[config.mk]
export PLATFORM = sky130hd
export DESIGN_NAME = time_keeper
export DESIGN_NICKNAME = d
export VERILOG_FILES = /design/src/rtl/time_keeper.sv
export SDC_FILE = /design/constraint.sdc
export NUM_CORES = 1
export LEC_CHECK = 0
export ABC_CLOCK_PERIOD_IN_PS = 1700
export BUFFER_PORTS_ARGS = -buffer_cell sky130_fd_sc_hd__buf_2
export CAP_MARGIN = 25
export CORE_MARGIN = 10
export CORE_UTILIZATION = 35
export CTS_BUF_LIST = sky130_fd_sc_hd__clkbuf_8
export DETAILED_ROUTE_END_ITERATION = 10
export SYNTH_ARGS = -nofsm -noshare
export SYNTH_HDL_FRONTEND = slang
export SYNTH_SLANG_ARGS = --single-unit
[constraint.sdc]
create_clock -name clk -period 1.7 [get_ports clk]
set_input_delay 0.085 -clock clk [delete_from_list [all_inputs] [get_ports clk]]
set_output_delay 0.085 -clock clk [all_outputs]
set_load 0.1 [all_outputs]
[src/rtl/time_keeper.sv]
// time_keeper: 24-hour BCD time-of-day counter advanced by a 1 Hz tick, with a frozen set mode.
module time_keeper #(
  parameter logic [7:0] RESET_HOUR = 8'h00,
  parameter logic [7:0] RESET_MIN  = 8'h00
) (
  input  logic       clk,
  input  logic       rst,
  input  logic       tick,
  input  logic       set_en,
  input  logic [1:0] set_sel,
  input  logic       set_inc,
  output logic [7:0] sec_bcd,
  output logic [7:0] min_bcd,
  output logic [7:0] hour_bcd,
  output logic       day_tick
);
  logic       set_prev;
  logic       sec_wrap, min_wrap, hour_wrap;
  logic [7:0] sec_base;
  function automatic logic [7:0] bcd_inc(input logic [7:0] v, input logic [7:0] lim);
    return v == lim ? 8'h00 : v[3:0] == 4'd9 ? {v[7:4] + 4'd1, 4'd0} : {v[7:4], v[3:0] + 4'd1};
  endfunction
  always_comb begin
    sec_wrap  = sec_bcd == 8'h59;
    min_wrap  = min_bcd == 8'h59;
    hour_wrap = hour_bcd == 8'h23;
    sec_base  = set_en && !set_prev ? 8'h00 : sec_bcd;
  end
  always_ff @(posedge clk) begin
    if (rst) begin
      sec_bcd  <= 8'h00;
      min_bcd  <= RESET_MIN;
      hour_bcd <= RESET_HOUR;
      day_tick <= 1'b0;
      set_prev <= 1'b0;
    end else begin
      set_prev <= set_en;
      day_tick <= !set_en && tick && sec_wrap && min_wrap && hour_wrap;
      if (set_en) begin
        sec_bcd <= set_inc && set_sel == 2'd0 ? bcd_inc(sec_base, 8'h59) : sec_base;
        if (set_inc && set_sel == 2'd1) min_bcd <= bcd_inc(min_bcd, 8'h59);
        if (set_inc && set_sel == 2'd2) hour_bcd <= bcd_inc(hour_bcd, 8'h23);
      end else if (tick) begin
        sec_bcd <= bcd_inc(sec_bcd, 8'h59);
        if (sec_wrap) min_bcd <= bcd_inc(min_bcd, 8'h59);
        if (sec_wrap && min_wrap) hour_bcd <= bcd_inc(hour_bcd, 8'h23);
      end
    end
  end
endmodule
Yosys cells after proc, flatten, opt, wreduce, memory -nomap -nowiden
Cells that the tools add are included.
- bits in writable memories: 0
- register bits after elaboration: 26
- latch bits: 0
- logic and storage cells: 65
- bits in read-only memories: 0
- memories: 0
- $lt $le $gt $ge: 0
- reduce and logical (&&, ||, !) cells: 19
- multipliers: 0
- add/sub/neg operators: 8
- bitwise logic cells: 0
- eq/ne operators: 12
- multiplexer cells: 20
- div/mod/pow operators: 0
- shift operators: 0
- operators with widths (kind ; number):
    $mux W8 ; 20
    $add A4 B1 Y4 const B ; 8
    $eq A8 B7 Y1 const B ; 3
    $eq A4 B4 Y1 const B ; 4
    $logic_and A1 B1 Y1 ; 9
    $eq A8 B6 Y1 const B ; 1
    $reduce_and A3 Y1 ; 2
    $reduce_bool A2 Y1 ; 3
    $ne A2 B1 Y1 const B ; 2
    $reduce_bool A3 Y1 ; 1
    $eq A2 B1 Y1 const B ; 1
    $eq A2 B2 Y1 const B ; 1
    $logic_not A1 Y1 ; 2
    $logic_not A2 Y1 ; 1
    $reduce_and A2 Y1 ; 1

Logic depth before layout (Yosys ltp)
Gate-level depths: netlist of run 1.
- depth in word-level cells: 8
- depth in mapped cells: 7

Worst setup path before layout of run 1
Ideal clock, no wire load.
- path type: reg-to-reg
- start: register sec_bcd[0]
- end: register min_bcd[3]
- setup time: 81 ps
- buffers on the path: 0
- arrival time: 2577 ps
- required time: 1619 ps
- period minus slack after synthesis: 2658 ps
- stages on the path, launching flop included: 7
- setup slack: -958 ps
- cell sequence: dfxtp_1 ha_1 nand2_1 nor4_4 o21ai_1 or3_1 a41oi_1
- cells in the longest elaborated chain, start to end: 3
- RTL lines (item ; line ; text):
    start: declaration ; 12 ; output logic [7:0] sec_bcd,
    start signal: assignment ; 40 ; sec_bcd <= set_inc && set_sel == 2'd0 ? bcd_inc(sec_base, 8'h59) : sec_base;
    start signal: assignment ; 44 ; sec_bcd <= bcd_inc(sec_bcd, 8'h59);
    $eq A8 B7 Y1 ; 24 ; sec_wrap = sec_bcd == 8'h59;
    $reduce_bool A2 Y1 (no line) ; -- ;
    $reduce_and A3 Y1 (no line) ; -- ;
    end signal: assignment ; 41 ; if (set_inc && set_sel == 2'd1) min_bcd <= bcd_inc(min_bcd, 8'h59);
    end signal: assignment ; 45 ; if (sec_wrap) min_bcd <= bcd_inc(min_bcd, 8'h59);
    end: declaration ; 13 ; output logic [7:0] min_bcd,
No other way between the ends.
A chain may end at the register's enable or synchronous reset.

Worst setup path after layout of run 1
- start: register sec_bcd[1]
- end: register min_bcd[7]
Same word-level chain as after synthesis.

==> results of run 1 <==
[where the power goes]
part / internal [mW] / switching, mW
clock: 0.315 / 0.211
sequential: 0.608 / 0.0112
combinational: 0.0824 / 0.174
[cell usage in the layout (no fill, tap or decap), types with 3 or more instances in the layout]
cell      Yosys  layout
or3_1         5       3
mux2i_1       3       3
o21ai_0       8       8
a21oi_2       0       3
nor3_1        4       4
nand3_1       8       7
a211oi_1      4       4
dfxtp_2       0      13
nand2_1      22      21
and2_1        4       3
a21oi_1      13      10
o31ai_1       3       3
buf_4         0      27
nor2_1       13      13
inv_1         9       7
nor2b_1       5       4
o32ai_1       4       4
clkbuf_8      0       3
buf_2         2      31
ha_1         11       9
dfxtp_4       0      11
xnor2_1       3       3
[synth_stat cells, drive strengths merged (3+ instances only)]
cell	number	area, sq um
a21oi	13	65.1
nor3b	4	41.3
nand3	8	40.0
inv	10	37.5
nor4	3	33.8
clkbuf	5	18.8
and3	3	20.0
mux2i	3	30.0
nor2b	5	31.3
or3	6	38.8
nand2	22	82.6
nor3	4	20.0
nand4	3	25.0
dfxtp	26	521
nor2	13	48.8
a211oi	4	30.0
o32ai	4	35.0
xnor2	3	26.3
and2	4	25.0
o31ai	3	22.5
o21ai	10	53.8
ha	11	138
[worst min-delay path by stage]
stage | from | cells past startpoint | slack, ns | end
5_1_grt | set_en | 2 | 0.21 | sec_bcd[1]
2_1_floorplan | set_sel[0] | 3 | 0.28 | sec_bcd[0]
3_3_place_gp | min_bcd[7] | 2 | 0.48 | min_bcd[7]
4_1_cts | set_en | 2 | 0.19 | sec_bcd[1]
3_5_place_dp | set_en | 2 | 0.48 | sec_bcd[1]
6_report | set_en | 2 | 0.19 | sec_bcd[1]
[cell type report]
| type | instances | area, sq um | area share, % |
|---|---|---|---|
| multi-input cells | 160 | 1250 | 52.4 |
| flip-flops and latches | 26 | 578 | 24.3 |
| repair buffers | 58 | 358 | 15.0 |
| well taps | 67 | 83.8 | 3.52 |
| inverters | 10 | 42.5 | 1.78 |
| clock buffers | 3 | 41.3 | 1.73 |
| clock inverters | 1 | 30.0 | 1.26 |
[cells by family (layout without fill, tap and decap cells)]
family          Yosys count  after routing  share of synthesized area [%]
mux                       3              3                           1.75
flops                    26             26                           30.3
compound gates           54             54                           21.9
simple gates             89             89                           32.6
buf+inv                  17             72                           3.86
fa+ha+maj                11             11                           8.01
xor+xnor                  3              3                           1.53
[flip-flops by register name, indices dropped and copies added, names as in the netlist]
signal    cells
day_tick      1
min_bcd       8
hour_bcd      8
sec_bcd       8
set_prev      1
[per-layer routing]
layer	vias to the layer above	GRT usage (%)
met2	26	17.7
li1	866	-
met3	2	2.16
met1	847	14.3
met5	-	0
met4	0	1.33
[repair_timing]
action / 4_1_cts / 5_1_grt
buffers inserted: 3 / 2
endpoints found under the hold margin: 0 / 0
gates resized for setup: 1 / 16
setup endpoints to repair: 2 / 9
hold buffers: 0 / 0
pin swaps: 6 / 10
[critical path: cells and delay by family, from the launching register on]
kind | cells | cell delay (ns)
and+or+nand+nor | 3 | 0.68
adders and majority gates | 1 | 0.14
buffers and inverters | 2 | 0.24
DFF | 1 | 0.37
AOI/OAI and AO/OA | 2 | 0.19
[stage by stage]
stage,hold WS (ns),setup TNS (ns)
detailed placement,0.480,-0.00288
floorplan,0.278,-0.704
global placement,0.480,0
CTS,0.186,0
global route,0.213,-0.189
finish,0.187,0
==> impl_metrics.json, run 1 <==
{
  "total_power_mw": 1.40,
  "postSynthAreaPerCell_sq_um": 8.46,
  "stdcell_count": 325,
  "setup-violations-final": 0,
  "crit_path_start": "sec_bcd[1]",
  "status": "completed",
  "route.detailed.drc": 0,
  "drive_gt1_share_pct": 44.6,
  "clk_pin_slew_worst_paths_ns": 0.10,
  "clock_latency_ns": 0.28,
  "cts_root_buf": "clkbuf_8",
  "finalCritPeriodShare_pct": 98.7,
  "grtUsageTotal_pct": 10.7,
  "initial_core_util_pct": 36.1,
  "place_inst": 316,
  "reg2reg_slack_ns": 0.02,
  "r2r_end": "min_bcd[7]",
  "io_pins": 32,
  "highest_layer": "met4",
  "grt_pass1_vias": 1624,
  "tightest_slew_ns": 0.498,
  "clock-skew-final_ns": 0.0114,
  "ys_warn_count": 0,
  "ant_nets": 0,
  "grt_pass1_wl_microns": 7720,
  "crit_path_start_kind": "flop",
  "crit_arrival_ns": 1.89,
  "maxCapViolCount": 0,
  "ir_drop_mv": 0.414,
  "endpoint": "min_bcd[7]",
  "die_h_microns": 90.1,
  "syn-num-nets": 221,
  "fin_nets": 277,
  "path_cells": "inv_4, ha_4, nand2_4, nor4_4, buf_4, o21ai_4, or4_4, a21oi_2",
  "rows": 25,
  "first_iter_violations": 78,
  "drv_slew": 0,
  "tritoncts": "yes",
  "route.detailed.wl_per_inst_microns": 14.5,
  "finalInstanceArea_sq_um": 2380,
  "critical_path_class": "reg2reg",
  "synth_enable_flop_cells": 0,
  "cts_max_path_buffers": 2,
  "powerDensity_nw_per_um2": 588,
  "clock_sinks": 26,
  "numPortBuffers": 31,
  "placed_area_sq_um": 2190,
  "nFillCells": 493,
  "seq_area_frac_synth_pct": 30.3,
  "dieArea_sq_um": 8110,
  "antenna_found_initial": 0,
  "rsz0062_at_grt": "yes",
  "synthFlopType": "dfxtp_1",
  "dpl.hpwl_microns": 3450,
  "synth_area_sq_um": 1720,
  "max_freq_ghz": 0.596,
  "crit_slowest_cell": "or4_4",
  "crit_fanout": 8,
  "grt_max_degree": 22,
  "fin_crit_ns": 1.68,
  "finalWirelength_microns": 4710,
  "num_antenna_cells": 0,
  "core_sq_um": 4750,
  "r2r-start": "sec_bcd[1]",
  "cts_buffers": 3,
  "synth_cell_types": 58,
  "wl_met2_microns": 2250,
  "via_count": 1741,
  "wl_met1_microns": 2310,
  "min_path_type": "in2reg",
  "worst_ep_required_time_ns": 1.91,
  "die_w_microns": 90.1,
  "setup_slack_ns": 0.0224,
  "dr.pass1.iters": 4,
  "gp_congestion": 0.869,
  "wl_met3_microns": 129,
  "r2r_cells": 8,
  "vias_per_cell": 5.36,
  "grt_overflow_total": 0,
  "synthCells": 203,
  "max_stage_delay_ns": 0.42,
  "area_delta_synth_final_pct": 38.7,
  "leakage_nw": 0.980,
  "final_core_util_pct": 50.1,
  "ys_seq_elements": 26,
  "htreeDepth": 1,
  "crit_path_end_kind": "flop",
  "hold_viol": 0,
  "async_flop_share_pct": 0,
  "post-place-ws_ns": -0.00288,
  "relSlewSlack_pct": 67.0
}
(Power assumes the default switching activity.)
==> inputs of run 2 (changes only) <==
PLACE_DENSITY_LB_ADDON = 0.12   (was not set)
==> run 2 against run 1 <==
Against the previous run: utilization fell by 1.3 points; maximum frequency increased by 2.4%; sequential power is essentially flat; sequential cell count unchanged.
==> impl_metrics.json, run 2 (synthesized netlist as in run 1, its figures left out) <==
{
  "whs_ns": 0.204,
  "tightest_slew_ns": 0.493,
  "dpl.hpwl_microns": 3480,
  "finalCritPeriodShare_pct": 96.4,
  "cts_buffers": 3,
  "setup_slack_ns": 0.0616,
  "vias_per_cell": 5.22,
  "crit_buf_inv": 1,
  "crit_arrival_ns": 1.85,
  "grtUsageTotal_pct": 11.4,
  "die_h_microns": 90.1,
  "first_iter_violations": 31,
  "dieArea_sq_um": 8110,
  "route.detailed.drc": 0,
  "finalWirelength_microns": 4710,
  "core_sq_um": 4750,
  "post-place-ws_ns": -0.00441,
  "dr.pass1.iters": 4,
  "worst_ep_required_time_ns": 1.91,
  "grt_pass1_wl_microns": 8110,
  "antenna_found_initial": 0,
  "grt_overflow_total": 0,
  "clk_pin_slew_worst_paths_ns": 0.10,
  "grt_pass1_vias": 1668,
  "crit_path_start_kind": "flop",
  "nFillCells": 495,
  "crit_path_end_kind": "flop",
  "crit_fanout": 8,
  "rsz0062_at_grt": "yes",
  "final_cell_mix": "buf_2, buf_4, nand2_1",
  "clock_latency_ns": 0.28,
  "gp_congestion": 0.807,
  "grt_max_degree": 20,
  "critical_path_class": "reg2reg",
  "fin_nets": 275,
  "crit_slowest_cell": "or4_1",
  "drv_slew": 0,
  "hold_viol": 0,
  "cts_hold_buffers": 0,
  "ir_drop_mv": 0.294,
  "clock_sinks": 26,
  "ant_nets": 0,
  "initial_core_util_pct": 36.1,
  "via_count": 1687,
  "relSlewSlack_pct": 67.3,
  "die_w_microns": 90.1,
  "fin_crit_ns": 1.64,
  "leakage_nw": 0.954,
  "powerDensity_nw_per_um2": 536,
  "status": "completed",
  "critPathTopFamily": "simple AND/OR/NAND/NOR gates",
  "htreeDepth": 1,
  "max_stage_delay_ns": 0.40,
  "final_common_cell": "buf_2",
  "cts_max_path_buffers": 2,
  "clock-skew-final_ns": 0.00838,
  "numPortBuffers": 31,
  "min_path_type": "in2reg",
  "route.detailed.wl_per_inst_microns": 14.6,
  "num_antenna_cells": 0,
  "maxCapViolCount": 0,
  "drive_gt1_share_pct": 42.2,
  "max_freq_ghz": 0.610,
  "tritoncts": "yes",
  "path_cells": "inv_4, ha_4, nand2_4, nor4_4, o21ai_4, or4_1, a21oi_1",
  "setup-violations-final": 0,
  "area_delta_synth_final_pct": 35.0,
  "io_pins": 32,
  "cts_root_buf": "clkbuf_8",
  "rows": 25,
  "reg_top3": "hour_bcd x8, min_bcd x8, sec_bcd x8"
}
## run 2: layout make-up
| cell class | count | area (sq um) | area share [%] |
|---|---|---|---|
| clock inverter | 1 | 3.75 | 0.162 |
| clock buffer | 3 | 41.3 | 1.78 |
| multi-input combinational | 160 | 1230 | 52.9 |
| sequential | 26 | 578 | 24.9 |
| tap | 67 | 83.8 | 3.61 |
| inverter | 10 | 42.5 | 1.83 |
| timing repair buffer | 56 | 343 | 14.8 |
## run 2: worst register-to-register path: stages (launching register included)
cell,delay [ns]
dfxtp_4,0.36
inv_4,0.06
ha_4,0.14
nand2_4,0.05
nor4_4,0.32
o21ai_4,0.11
or4_1,0.40
a21oi_1,0.12
## run 2: per-layer routing
layer  share of wire [%]  GRT usage, %
met2                  48          18.8
met5                   0             0
met4                0.96          3.18
met1                  49          14.8
met3                 2.2          1.83
## run 2: worst paths after layout
kind | startpoint | endpoint | slack, ns | depth (start not counted)
min | rst | min_bcd[2] | 0.20 | 2
min reg2reg | min_bcd[7] | min_bcd[7] | 0.50 | 2
max reg2reg | sec_bcd[1] | min_bcd[7] | 0.06 | 7
max | sec_bcd[1] | min_bcd[7] | 0.06 | 7
## run 2: power breakdown
part,internal (mW),switching (mW)
clock,0.162,0.211
sequential,0.608,0.0113
combinational,0.0784,0.172
total,0.849,0.395
## run 2: through the flow
step                      power [mW]  area [sq um]  std cells  setup TNS (ns)  util [%]
after floorplan                0.802          1820        203          -0.704         -
after global placement         0.875          2180        314               0      45.8
after detailed placement       0.876          2180        314        -0.00441      45.8
after CTS                       1.25          2240        321               0      47.2
after global routing            1.31          2320        323          -0.118      48.8
final                           1.24          2320        323               0      48.8
## run 2: timing repair
item                                    4_1_cts  5_1_grt
setup buffers                                 3        2
pin swaps                                     5        7
gates resized for setup                       0       13
endpoints found under the setup margin        1       13
